===== config.mk =====
export PLATFORM = sky130hd
export DESIGN_NAME = cluster_unpacker
export DESIGN_NICKNAME = d
export VERILOG_FILES = /design/src/rtl/cluster_pkg.sv /design/src/rtl/cluster_fifo_2w1r.sv /design/src/rtl/cluster_unpacker.sv
export SDC_FILE = /design/constraint.sdc
export NUM_CORES = 1
export LEC_CHECK = 0
export BUFFER_PORTS_ARGS = -buffer_cell sky130_fd_sc_hd__buf_2
export CAP_MARGIN = 20
export CORE_MARGIN = 1
export CORE_UTILIZATION = 50
export DETAILED_ROUTE_END_ITERATION = 12
export PLACE_DENSITY = 0.79
export SLEW_MARGIN = 20
export SYNTH_ARGS = -nofsm -noshare
export SYNTH_HDL_FRONTEND = slang
export SYNTH_SLANG_ARGS = --single-unit

===== constraint.sdc =====
create_clock -name clock4x -period 2.2 [get_ports clock4x]
set_clock_uncertainty 0.15 [all_clocks]
set_input_delay 0.33 -clock clock4x [delete_from_list [all_inputs] [get_ports clock4x]]
set_output_delay 0.33 -clock clock4x [all_outputs]
set_load 0.02 [all_outputs]

===== src/rtl/cluster_pkg.sv =====
// cluster_pkg: shared widths, the cluster word type and the empty-slot test.
// A cluster word is {size, adr}; any adr at or above MXPADS is an empty slot.
package cluster_pkg;

    localparam int MXADRBITS  = 11;
    localparam int MXCLSTBITS = 3;
    localparam int MXPADS     = 1536;
    localparam int FIFO_DEPTH = 16;
    localparam int CLW        = MXADRBITS + MXCLSTBITS;

    localparam logic [MXADRBITS-1:0] EMPTY_ADR = 11'h7FE;

    typedef struct packed {
        logic [MXCLSTBITS-1:0] size;
        logic [MXADRBITS-1:0]  adr;
    } cluster_t;

    function automatic logic is_valid_cluster(input cluster_t c);
        return int'(c.adr) < MXPADS;
    endfunction

endpackage


===== src/rtl/cluster_fifo_2w1r.sv =====
// cluster_fifo_2w1r: 2-write/1-read cluster FIFO with a registered head.
// Ports: clock4x, reset_n (async low), push0/push1 + d0/d1 (push1 implies
// push0, d0 is the older word), free_cnt, pop, head, empty.
module cluster_fifo_2w1r
    import cluster_pkg::*;
#(
    parameter int DEPTH = FIFO_DEPTH
) (
    input  logic                   clock4x,
    input  logic                   reset_n,
    input  logic                   push0,
    input  logic                   push1,
    input  logic [CLW-1:0]         d0,
    input  logic [CLW-1:0]         d1,
    output logic [$clog2(DEPTH):0] free_cnt,
    input  logic                   pop,
    output logic [CLW-1:0]         head,
    output logic                   empty
);

    localparam int AW = $clog2(DEPTH);

    // The head register is one of the DEPTH slots, so the array never
    // holds more than DEPTH-1 entries; it is sized DEPTH so the
    // pointers wrap for free.
    cluster_t      mem [DEPTH];
    logic [AW-1:0] rd_ptr;
    logic [AW-1:0] wr_ptr;
    logic [AW:0]   mem_cnt;
    cluster_t      head_q;
    logic          head_vld;

    logic          take_head;
    logic          from_mem;
    logic          from_in;
    logic          wr0;
    logic          wr1;
    logic [AW-1:0] wr_adr1;
    logic [AW:0]   n_wr;

    // Head slot refills when empty or being popped; the array has
    // priority, and the head is only ever empty when the array is empty.
    assign take_head = !head_vld || pop;
    assign from_mem  = take_head && (mem_cnt != '0);
    assign from_in   = take_head && (mem_cnt == '0) && push0;

    assign wr0     = push0 && !from_in;
    assign wr1     = push1;
    assign wr_adr1 = wr0 ? wr_ptr + 1'b1 : wr_ptr;
    assign n_wr    = (AW+1)'(wr0) + (AW+1)'(wr1);

    assign free_cnt = (AW+1)'(DEPTH) - mem_cnt - (AW+1)'(head_vld);
    assign head     = head_q;
    assign empty    = !head_vld;

    always_ff @(posedge clock4x) begin
        if (wr0) begin
            mem[wr_ptr] <= cluster_t'(d0);
        end
        if (wr1) begin
            mem[wr_adr1] <= cluster_t'(d1);
        end
    end

    always_ff @(posedge clock4x or negedge reset_n) begin
        if (!reset_n) begin
            rd_ptr   <= '0;
            wr_ptr   <= '0;
            mem_cnt  <= '0;
            head_q   <= '0;
            head_vld <= 1'b0;
        end else begin
            wr_ptr  <= wr_ptr + AW'(n_wr);
            mem_cnt <= mem_cnt + n_wr - (AW+1)'(from_mem);
            if (from_mem) begin
                rd_ptr <= rd_ptr + 1'b1;
            end
            if (take_head) begin
                head_vld <= from_mem || from_in;
                if (from_mem) begin
                    head_q <= mem[rd_ptr];
                end else if (from_in) begin
                    head_q <= cluster_t'(d0);
                end
            end
        end
    end

endmodule


===== src/rtl/cluster_unpacker.sv =====
// cluster_unpacker: rebuilds per-BX cluster count/overflow from a 4-cycle,
// 2-word frame and streams valid clusters out through a FIFO (valid/ready).
// Ports: clock4x, reset_n, din_valid, bx_start, din, ovf_in, m_valid/m_ready,
// m_adr, m_size, frame_done, frame_cnt, frame_ovf, frame_err, drop_cnt.
module cluster_unpacker
    import cluster_pkg::*;
(
    input  logic                  clock4x,
    input  logic                  reset_n,
    input  logic                  din_valid,
    input  logic                  bx_start,
    input  logic [2*CLW-1:0]      din,
    input  logic                  ovf_in,
    output logic                  m_valid,
    input  logic                  m_ready,
    output logic [MXADRBITS-1:0]  m_adr,
    output logic [MXCLSTBITS-1:0] m_size,
    output logic                  frame_done,
    output logic [3:0]            frame_cnt,
    output logic                  frame_ovf,
    output logic                  frame_err,
    output logic [7:0]            drop_cnt
);

    localparam logic [0:0] IDLE    = 1'b0;
    localparam logic [0:0] COLLECT = 1'b1;

    localparam int FW = $clog2(FIFO_DEPTH) + 1;

    // Reset asserts asynchronously, releases on a clock edge.
    logic [1:0] rst_sync;
    logic       rst_n;

    always_ff @(posedge clock4x or negedge reset_n) begin
        if (!reset_n) begin
            rst_sync <= 2'b00;
        end else begin
            rst_sync <= {rst_sync[0], 1'b1};
        end
    end

    assign rst_n = rst_sync[1];

    logic [0:0]    state;
    logic [1:0]    phase;
    logic [3:0]    acc;
    logic          ovf_acc;

    cluster_t      w0;
    cluster_t      w1;
    logic          accept;
    logic          start;
    logic          v0;
    logic          v1;
    logic [1:0]    n_valid;
    logic [3:0]    inc;

    logic          push0;
    logic          push1;
    logic [CLW-1:0] d0;
    logic [FW-1:0] free_cnt;
    logic [1:0]    n_push;
    logic [1:0]    n_drop;
    logic [8:0]    drop_sum;

    logic          pop;
    logic          fifo_empty;
    logic [CLW-1:0] head_bits;

    assign w0 = cluster_t'(din[CLW-1:0]);
    assign w1 = cluster_t'(din[2*CLW-1:CLW]);

    // Words count (and get queued) only when they belong to a frame:
    // any cycle of a running frame, or a qualified frame start.
    assign start   = din_valid && bx_start;
    assign accept  = din_valid && (bx_start || state == COLLECT);
    assign v0      = accept && is_valid_cluster(w0);
    assign v1      = accept && is_valid_cluster(w1);
    assign n_valid = {1'b0, v0} + {1'b0, v1};
    assign inc     = 4'(n_valid);

    // Room is judged before this cycle's pop; the older word wins a
    // single free slot.
    assign push0    = (v0 || v1) && (free_cnt != '0);
    assign push1    = v0 && v1 && (free_cnt > FW'(1));
    assign d0       = v0 ? CLW'(w0) : CLW'(w1);
    assign n_push   = {1'b0, push0} + {1'b0, push1};
    assign n_drop   = n_valid - n_push;
    assign drop_sum = {1'b0, drop_cnt} + 9'(n_drop);

    always_ff @(posedge clock4x or negedge rst_n) begin
        if (!rst_n) begin
            drop_cnt <= '0;
        end else begin
            drop_cnt <= drop_sum[8] ? 8'hFF : drop_sum[7:0];
        end
    end

    always_ff @(posedge clock4x or negedge rst_n) begin
        if (!rst_n) begin
            state      <= IDLE;
            phase      <= 2'd0;
            acc        <= '0;
            ovf_acc    <= 1'b0;
            frame_done <= 1'b0;
            frame_err  <= 1'b0;
            frame_cnt  <= '0;
            frame_ovf  <= 1'b0;
        end else begin
            frame_done <= 1'b0;
            frame_err  <= 1'b0;
            case (state)
                IDLE: begin
                    if (start) begin
                        state   <= COLLECT;
                        phase   <= 2'd1;
                        acc     <= inc;
                        ovf_acc <= ovf_in;
                    end
                end
                COLLECT: begin
                    if (!din_valid) begin
                        state     <= IDLE;
                        phase     <= 2'd0;
                        frame_err <= 1'b1;
                    end else if (bx_start) begin
                        // Early start: drop the partial frame, this
                        // cycle becomes phase 0 of the next one.
                        phase     <= 2'd1;
                        acc       <= inc;
                        ovf_acc   <= ovf_in;
                        frame_err <= 1'b1;
                    end else if (phase == 2'd3) begin
                        state      <= IDLE;
                        phase      <= 2'd0;
                        frame_done <= 1'b1;
                        frame_cnt  <= acc + inc;
                        frame_ovf  <= ovf_acc | ovf_in;
                    end else begin
                        phase   <= phase + 2'd1;
                        acc     <= acc + inc;
                        ovf_acc <= ovf_acc | ovf_in;
                    end
                end
                default: begin
                    state <= IDLE;
                end
            endcase
        end
    end

    cluster_fifo_2w1r #(
        .DEPTH(FIFO_DEPTH)
    ) u_fifo (
        .clock4x  (clock4x),
        .reset_n  (rst_n),
        .push0    (push0),
        .push1    (push1),
        .d0       (d0),
        .d1       (CLW'(w1)),
        .free_cnt (free_cnt),
        .pop      (pop),
        .head     (head_bits),
        .empty    (fifo_empty)
    );

    assign m_valid = !fifo_empty;
    assign pop     = m_valid && m_ready;
    assign m_adr   = head_bits[MXADRBITS-1:0];
    assign m_size  = head_bits[CLW-1:MXADRBITS];

endmodule

---- After elaboration in Yosys (flattened, before gate mapping) ----
Memories as Yosys holds them, arrays and structs flattened.
Index checks and enable logic that the tools add are counted.
cells by class
  add/sub/neg operators ................... 14
  magnitude comparators ................... 3
  eq/ne operators ......................... 4
  muxes and demuxes ....................... 36
  bitwise operators ....................... 3
  reductions and logical operators ........ 25
operators with widths
  cell                                                count
  two-way mux 14 bit                                  3
  < comparator 11 bit, second input constant          2
  two-way mux 4 bit                                   5
  two-way mux 1 bit                                   19
  logical AND 1 bit                                   12
  nonzero test 5 bit                                  2
  subtractor 5 x 1 -> 5 bit                           2
  adder 8 x 2 -> 9 bit                                1
  adder 4 x 1 -> 4 bit, second input constant         2
  two-way mux 2 bit                                   4
  two-way mux 8 bit                                   1
  one-hot mux 4 bit (2 select lines)                  1
  adder 1 x 1 -> 2 bit                                3
  adder 5 bit                                         1
  > comparator 5 x 1 -> 1 bit, second input constant  1
  logical NOT 5 bit                                   1
  subtractor 5 bit, first input constant              1
  adder 4 x 2 -> 4 bit                                1
  adder 4 bit                                         1
  logical OR 1 bit                                    4
  inequality test 2 bit, second input constant        2
  one-hot mux 1 bit (2 select lines)                  2
  one-hot mux 2 bit (2 select lines)                  1
  AND reduction 4 bit                                 1
  other kinds (10)                                    12
storage, ports and cells
  register bits after elaboration ......... 53
  RAM bits ................................ 224
  bits of input ports ..................... 34
  output and inout port bits .............. 30
  word-level logic and storage cells ...... 102
  memories kept ........................... 1
memories
  memory      depth  width  read ports  clocked after memory_dff  wr ports  line                     source
  u_fifo.mem  16     14     1           0                         2         cluster_fifo_2w1r.sv:26  cluster_t mem [DEPTH];

---- Logic depth before layout (Yosys ltp) ----
Gate-level depths: netlist of the first run.
  depth after elaboration ................. 11
  mapped depth ............................ 19
  mapped depth without buffers ............ 19

---- Cells and area by module ----
A second synthesis of the first run with hierarchy kept.
second synthesis, totals
  cell total of the unflattened synthesis .. 979
  area total of the unflattened synthesis .. 14838.0 µm²
by module, submodules not included
  module             times used  cells an instance  area each (µm²)  sequential area each (µm²)
  cluster_fifo_2w1r  1           832                13306.5          7427.1
  cluster_unpacker   1           147                1531.5           625.6

---- Worst setup path after synthesis of the first run ----
No wires, ideal clock.
  path type ............................... flip-flop to flip-flop
  from .................................... register u_fifo.head_vld
  to ...................................... memory u_fifo.mem[5][0] (netlist name) (enable)
  library setup time ...................... 0.440 ns
  arrival ................................. 3.116 ns
  required time ........................... 1.610 ns
  setup slack ............................. -1.506 ns
  cell stages (with the launch flop) ...... 16
  buffers on the path ..................... 3
  clock period less this slack ............ 3.706 ns
  path through ............................ dfrtp_1 inv_1 ha_1 ha_1 inv_1 ha_1 xor2_1 nor4b_1 a21oi_2 buf_6 nor3b_2 o21bai_4 nand2b_1 buf_2 buf_6 o21ai_0
RTL lines
  element                 line                     source
  from (decl)             cluster_fifo_2w1r.sv:31  logic head_vld;
  from (signal assigned)  cluster_fifo_2w1r.sv:79  head_vld <= from_mem || from_in;
  to (decl)               cluster_fifo_2w1r.sv:26

---- Final worst setup path of the first run ----
  from .................................... register u_fifo.head_vld
  to ...................................... register drop_cnt[2]
between the ends
  word-level cells in the longest chain between the ends .. 7
  elaborated cells on any way between the ends .. 9
  those cells by class .................... add/sub (4); order compare (1); mux (1); reduce/logical (3)
RTL lines
  element                                                                   line                                            source
  subtractor 5 x 1 -> 5 bit *                                               cluster_fifo_2w1r.sv:52                         assign free_cnt = (AW+1)'(DEPTH) - mem_cnt - (AW+1)'(head_vld);
  > comparator 5 x 1 -> 1 bit / nonzero test 5 bit (equally long branches)  cluster_unpacker.sv:85, cluster_unpacker.sv:84
  logical AND 1 bit, on equally long branches                               cluster_unpacker.sv:85, cluster_unpacker.sv:84
  adder 1 x 1 -> 2 bit *                                                    cluster_unpacker.sv:87                          assign n_push = {1'b0, push0} + {1'b0, push1};
  subtractor 2 bit *                                                        cluster_unpacker.sv:88                          assign n_drop = n_valid - n_push;
  adder 8 x 2 -> 9 bit *                                                    cluster_unpacker.sv:89                          assign drop_sum = {1'b0, drop_cnt} + 9'(n_drop);
  two-way mux 8 bit *                                                       cluster_unpacker.sv:95                          drop_cnt <= drop_sum[8] ? 8'hFF : drop_sum[7:0];
  to (signal assigned)                                                      cluster_unpacker.sv:95
  to (decl)                                                                 cluster_unpacker.sv:22                          output logic [7:0] drop_cnt
Mark *: on every way between the ends. The rest lies on a longest branch, timed or not.
A chain may end at the register's enable or synchronous reset.

==> results of run 1 <==
final cells by class:
cell class / instances / area (sq um) / area share [%]
Clock inverter: 10 / 119 / 0.574
Tap cell: 384 / 480 / 2.32
Sequential cell: 277 / 8060 / 38.9
Timing Repair Buffer: 282 / 3240 / 15.7
Clock buffer: 44 / 812 / 3.92
Inverter: 29 / 119 / 0.574
Multi-Input combinational cell: 593 / 7890 / 38.1
kinds of logic after synthesis:
group / synth area share, %
compound gates: 3.47
xor+xnor: 1.07
fa+ha+maj: 2.97
buf+inv: 3.45
flops: 54.6
mux: 28.8
other cells: 0.0254
simple gates: 5.55
cell usage in the layout, fill, tap and decap left out, drive strengths merged, types with 2 or more instances in the layout:
master and n:
buf 277, mux2 225, edfxtp 224, nand2 104, mux4 70, dfrtp 53, clkbuf 46, inv 30
ha 27, nor2 19, o21ai 16, a22oi 14, a21oi 13, nor2b 11, nand2b 10, xnor2 9
xor2 9, nand3 8, o22ai 6, o21bai 6, clkinv 6, fa 5, a21o 5, nor3b 5
a31oi 5, and3 4, nor3 3, dlygate4sd3 3, nand3b 2, bufinv 2, o211ai 2, nor4b 2
or2 2
worst max path at each step:
stage                       from           endpoint  slack [ns]
2_1_floorplan    u_fifo.head_vld        drop_cnt[4]       -1.15
3_3_place_gp   u_fifo.mem_cnt[0]  u_fifo.mem[14][3]       -1.29
3_5_place_dp   u_fifo.mem_cnt[0]        drop_cnt[0]       -1.35
4_1_cts          u_fifo.head_vld        drop_cnt[6]       -1.25
5_1_grt          u_fifo.head_vld        drop_cnt[3]       -1.62
6_report         u_fifo.head_vld        drop_cnt[2]       -1.58
layer usage:
metal	wire, um	vias up	GRT usage, %
li1	-	4174	-
met1	18500	5576	42.3
met2	27000	1028	58.0
met3	6040	336	6.84
met4	4930	2	20.1
met5	13	-	0
timing repair:
| action | CTS | global route |
|---|---|---|
| setup buffers | 62 | 17 |
| endpoints found under the setup margin | 488 | 488 |
| endpoints found under the hold margin | 4 | 0 |
| gates resized for setup | 168 | 45 |
| hold buffers | 3 | 0 |
| pin swaps | 49 | 35 |
| gates cloned | 16 | 2 |
power by group through the flow:
stage	clock network, mW	registers (mW)	logic, mW
after detailed placement	0	7.13	8.63
after global routing	5.19	7.22	11.8
final	5.04	7.19	11.5
after floorplan	0	7.33	5.33
after CTS	4.89	7.06	10.1
after global placement	0	7.10	8.40
stage by stage:
stage	total power, mW	std cells	utilization (%)
CTS	22.0	1609	71.1
detailed placement	15.8	1476	61.5
global placement	15.5	1476	61.5
global route	24.2	1619	71.8
finish	23.8	1619	71.8
floorplan	12.7	972	-
Yosys cell counts, types with 2 or more instances:
master and instances:
fa_1 5, a22oi_1 14, dfrtp_1 53, a21o_1 5, edfxtp_1 224, clkbuf_1 48
and3_1 4, mux2_1 96, nor2_1 13, mux2_4 36, nor2_2 6, o21bai_4 2
inv_1 28, a21oi_2 3, nand2_2 2, a21oi_1 9, xor2_1 9, mux4_2 70
a31oi_1 4, nor2b_1 11, xnor2_1 9, mux2_2 93, nand3b_1 2, nand2b_1 10
nor3b_1 3, buf_4 4, nand2_1 99, nor3_2 2, o21bai_1 2, o22ai_1 6
ha_1 27, buf_1 2, buf_2 16, nor3b_2 2, o21ai_0 15, nand3_1 8
buf_6 9
worst register-to-register path, cell delays in order, from the launching register on:
cell and delay (ns):
dfrtp_2 0.42, inv_2 0.09, ha_4 0.15, ha_4 0.15
inv_4 0.04, ha_4 0.18, xor2_4 0.17, nor4b_4 0.31
buf_4 0.16, a21o_1 0.16, inv_2 0.09, fa_2 0.56
inv_2 0.06, ha_4 0.17, fa_2 0.37, buf_4 0.18
xnor2_4 0.18, nand2_2 0.07
sequential cells by signal, indices dropped and copies added (netlist names):
name / count
acc: 4
drop_cnt: 8
frame_cnt: 4
frame_done: 1
frame_err: 1
frame_ovf: 1
ovf_acc: 1
phase: 2
rst_sync: 2
state: 1
u_fifo.head: 14
u_fifo.head_vld: 1
u_fifo.mem: 224
u_fifo.mem_cnt: 5
u_fifo.rd_ptr: 4
u_fifo.wr_ptr: 4
==> results.toml, run 1 <==
[power_and_ir_drop]
p_clk_share_pct = 21.2
power.leakage_nw = 8.32
p_int_mw = 15.0
swShare_pct = 36.8
p_seq_share_pct = 30.3
p_switching_mw = 8.74
combPwrFrac_pct = 48.5
power_density_nw_per_um2 = 1150
max-vdd-ir-drop_v = 0.000837

[synthesis]
synth_top_area_share_pct = 45.6
yosys-top-cells-area = "edfxtp_1, mux4_2, dfrtp_1"
yosysWarnings = 0
syn_inst = 972
synth_area_sq_um = 14700
ys_seq_elements = 277
syn_nets = 1038
synth_edf_count = 224
synth_ff_type = "edfxtp_1"
avgSynthCellArea_sq_um = 15.2
yosysUniqueCellTypes = 58
synth_area_leader_cell = "edfxtp_1"
seq_area_frac_synth_pct = 54.6
async_flop_share_pct = 19.1

[worst_setup_path]
arrival_ns = 4.09
reg2reg_depth = 17
worstPathCellList = "inv_2, ha_4, ha_4, inv_4, ha_4, xor2_4, nor4b_4, buf_4, a21o_1, inv_2, fa_2, inv_2, ha_4, fa_2, buf_4, xnor2_4, nand2_2"
critical-path-top-delay-family = "adder cells"
critPathMaxStageDelay_ns = 0.56
path_max_fanout = 2
crit_slowest_cell = "fa_2"
crit_buf_inv = 6
r2r_end = "drop_cnt[2]"
setup.worst_path.start_class = "flip-flop"
r2r_slack_ns = -1.58
crit_type = "reg2reg"
worstPathRequired_ns = 2.51
cp-end-kind = "flip-flop"
rr_startpoint = "u_fifo.head_vld"
crit_path_frequent_cell = "ha_4"
cp.depth = 17

[cells_and_area]
final_nets = 1278
syn2layout_area_growth_pct = 40.6
antennaDiodeCount = 0
fill_cells = 1514
fin_area_sq_um = 20700
drive_above_1_share_pct = 60.7

[timing]
rsz0062_at_grt = "yes"
finalSetupViolCount = 488
setup_slack_ns = -1.58
fmax_mhz = 265
period_share_pct = 172
slew_headroom_pct = 40.4
hold_ws_ns = 0.0714
worst-slew-pin-transition_ns = 0.893
maxSlewViolCount = 0
hold_viol = 0
setup-tns-final_ns = -647.31
period_needed_ns = 3.78

[clock_network]
clock_latency_ns = 0.58
cts_tree = "yes"
cts_htree_levels = 1
clkSinkCount = 277
cts_buffer_depth = 3
cts_root_buf = "clkbuf_16"
clk_pin_slew_worst_paths_ns = 0.06
cts_buffers = 29

[global_route]
grt_max_degree = 52
grt_overflow = 0
grt_pass1_vias = 11200
grt_pass1_wl_mm = 76.5
track_usage_pct = 34.8
antenna_found_initial = 2

[floorplanning]
die_h_um = 174
rows = 62
core_area_sq_um = 28900
start_util_pct = 51.1
die_area_sq_um = 30200
io_pins = 64
die_w_um = 174

[route]
wl_per_cell_um = 34.9
ant_nets = 0
finalWirelength_mm = 56.5
vias_per_cell = 6.87
first_iter_violations = 1432
drtPass1Iterations = 5
drcViolationCount = 0
vias = 11100

[run]
max_cap_viol_count = 0

[hold_path]
hold_path_depth = 3
min_from = "bx_start"
hold_class = "in2reg"
whs_endpoint = "phase[1]"

[placed_design]
place_area_sq_um = 17700
numPortBuffers = 63
pre_cts_ws_ns = -1.35
gp_congestion = 0.823
hpwlAfterDp_mm = 26.0

[run_status]
outcome = "complete, but fails checks"
violations = "negative setup slack"
(Power assumes the default switching activity.)
==> inputs of run 2 (changes only) <==
- BUFFER_PORTS_ARGS: -buffer_cell sky130_fd_sc_hd__buf_2 -> unset
- DONT_BUFFER_PORTS: unset -> 1
- PLACE_DENSITY: 0.79 -> 0.77
- SYNTH_HIERARCHICAL: unset -> 1
==> run 2 against run 1 <==
Routed wire length is 29% lower; register-to-register slack better by 0.02 ns; sequential power is 5.8% higher; global-route usage is 9.2 points lower; the flow still finishes with violations (negative setup slack).
==> results.toml, run 2 <==
[global_route]
track_usage_pct = 25.6
grt_pass1_vias = 9468
grt_overflow = 0
antenna_found_initial = 1
grt_pass1_wl_mm = 58.4
grt_max_degree = 33

[placed_design]
gp_congestion = 0.868
pre_cts_ws_ns = -1.57
hpwlAfterDp_mm = 23.3
place_inst = 1386
numPortBuffers = 0
place_area_sq_um = 16600

[cells_and_area]
fin_cells = 1493
multiInputGateArea_sq_um = 7200
mostFrequentLayoutCells = "edfxtp_1, mux2_2, buf_4"
syn2layout_area_growth_pct = 25.2
utilization_pct = 64.2
fin_area_sq_um = 18600
regMostFlops = "u_fifo/mem"
area.sequential_sq_um = 8060
final_nets = 1152
largest_reg_flops = 224
drive_above_1_share_pct = 50.8
layout_commonest_cell = "edfxtp_1"
fill_cells = 1934
antennaDiodeCount = 0

[timing]
worst-slew-pin-transition_ns = 0.808
period_needed_ns = 3.75
maxSlewViolCount = 0
slew_headroom_pct = 46.1
rsz0062_at_grt = "yes"
finalSetupViolCount = 488
setup-tns-final_ns = -603.13
fmax_mhz = 266
period_share_pct = 171
hold_ws_ns = 0.0494
setup_slack_ns = -1.55
hold_viol = 0

[worst_setup_path]
worstPathRequired_ns = 2.49
cp-end-kind = "flip-flop"
path_max_fanout = 3
setup.worst_path.start_class = "flip-flop"
arrival_ns = 4.04
crit_type = "reg2reg"

[synthesis]
syn_inst = 979
yosysWarnings = 6
async_flop_share_pct = 19.1
synth_common_cells = "mux2_2, edfxtp_1, mux4_2, dfrtp_1, clkbuf_1"
synth_ff_type = "edfxtp_1"
synth_edf_count = 224
synth_area_sq_um = 14800
ys_seq_elements = 277
avgSynthCellArea_sq_um = 15.2
syn_nets = 1045
yosys-top-cells-area = "edfxtp_1, mux2_2, dfrtp_1"
synth_top_area_share_pct = 45.3
yosysUniqueCellTypes = 65
seq_area_frac_synth_pct = 54.3
synth_area_leader_cell = "edfxtp_1"
synthMostInstantiatedCell = "mux2_2"

[route]
ant_nets = 0
vias_per_cell = 6.20
vias = 9259
wl_per_cell_um = 27.0
finalWirelength_mm = 40.3
first_iter_violations = 995
drcViolationCount = 0
drtPass1Iterations = 5

[clock_network]
clk_pin_slew_worst_paths_ns = 0.06
cts_htree_levels = 1
clkSinkCount = 277
clock_latency_ns = 0.57
cts_root_buf = "clkbuf_16"
cts_buffer_depth = 3
cts_tree = "yes"
cts_buffers = 29

[floorplanning]
die_h_um = 174
die_area_sq_um = 30400
io_pins = 64
start_util_pct = 51.3
die_w_um = 174
rows = 62
core_area_sq_um = 28900

[power_and_ir_drop]
power.leakage_nw = 6.99
finalPower_mw = 20.7
max-vdd-ir-drop_v = 0.000634
power_density_nw_per_um2 = 1110

[run_status]
violations = "negative setup slack"
outcome = "complete, but fails checks"

[hold_path]
hold_class = "in2reg"

[run]
max_cap_viol_count = 0
==> run 2: cell count changes after synthesis, moves of 14 or more <==
cell and delta:
mux2_1 -94, mux2_2 +138, mux2_4 -28, mux2i_1 +43
mux4_2 -14, nand2_1 -67, o22a_1 +17
==> run 2: critical path, cell delays in order (launching register included) <==
cell      delay [ns]
dfrtp_1         0.37
inv_2           0.06
ha_4            0.16
ha_4            0.16
buf_6           0.11
a211oi_2        0.21
xnor2_1         0.09
or4_4           0.45
nor2_4          0.11
nor2_4          0.06
buf_4           0.13
fa_2            0.53
inv_2           0.05
ha_4            0.16
fa_2            0.42
nand2_2         0.09
nand2_1         0.07
mux2_4          0.28
==> run 2: power by group <==
group / internal [mW] / leakage, nW / switching [mW] / total [mW]
Clock: 2.82 / 0.465 / 2.05 / 4.87
Sequential: 6.62 / 2.67 / 0.992 / 7.61
Combinational: 4.14 / 3.86 / 4.08 / 8.22
==> run 2: timing repair <==
item / CTS / global route
pin swaps: 13 / 11
hold buffers: 19 / 0
endpoints found under the hold margin: 236 / 0
setup endpoints to repair: 488 / 491
setup buffers: 8 / 10
gates resized for setup: 28 / 64
gates cloned: 7 / 11
==> run 2: path summary, 6_finish.rpt <==
kind / from / to / slack [ns] / depth (start not counted)
max: u_fifo/mem_cnt[0] / drop_cnt[7] / -1.55 / 17
min: bx_start / frame_done / 0.05 / 2
max reg2reg: u_fifo/mem_cnt[0] / drop_cnt[7] / -1.55 / 17
min reg2reg: rst_sync[1] / u_fifo/head[13] / 0.20 / 0
max in group asynchronous: rst_sync[1] / frame_err / 1.07 / 1
min in group asynchronous: rst_sync[1] / u_fifo/head[13] / 0.20 / 0
==> run 2: logic make-up (layout without fill, tap and decap cells) <==
logic type / Yosys count / after routing / synth area share [%]
other cells: 1 / 1 / 0.0253
flops: 277 / 277 / 54.3
fa+ha+maj: 32 / 32 / 2.95
buf+inv: 114 / 235 / 3.26
simple gates: 110 / 116 / 4.15
mux: 342 / 342 / 30.1
compound gates: 90 / 93 / 4.44
xor+xnor: 13 / 13 / 0.767
==> run 2: layout make-up <==
type	instances	share of cell area, %
flip-flops and latches	277	43.4
multi-input cells	597	38.8
repair buffers	144	9.40
clock buffers	44	4.43
well taps	384	2.59
inverters	37	0.775
clock inverters	10	0.640
==> run 2: per-layer routing <==
layer,global-route usage (%),up-vias,share of wire [%],wire [um]
met5,0,-,0.067,27
met4,10.2,4,3.7,1500
met3,3.24,81,6.1,2460
met2,43.2,366,50,20300
met1,33.5,4776,40,16000
li1,-,4032,-,-
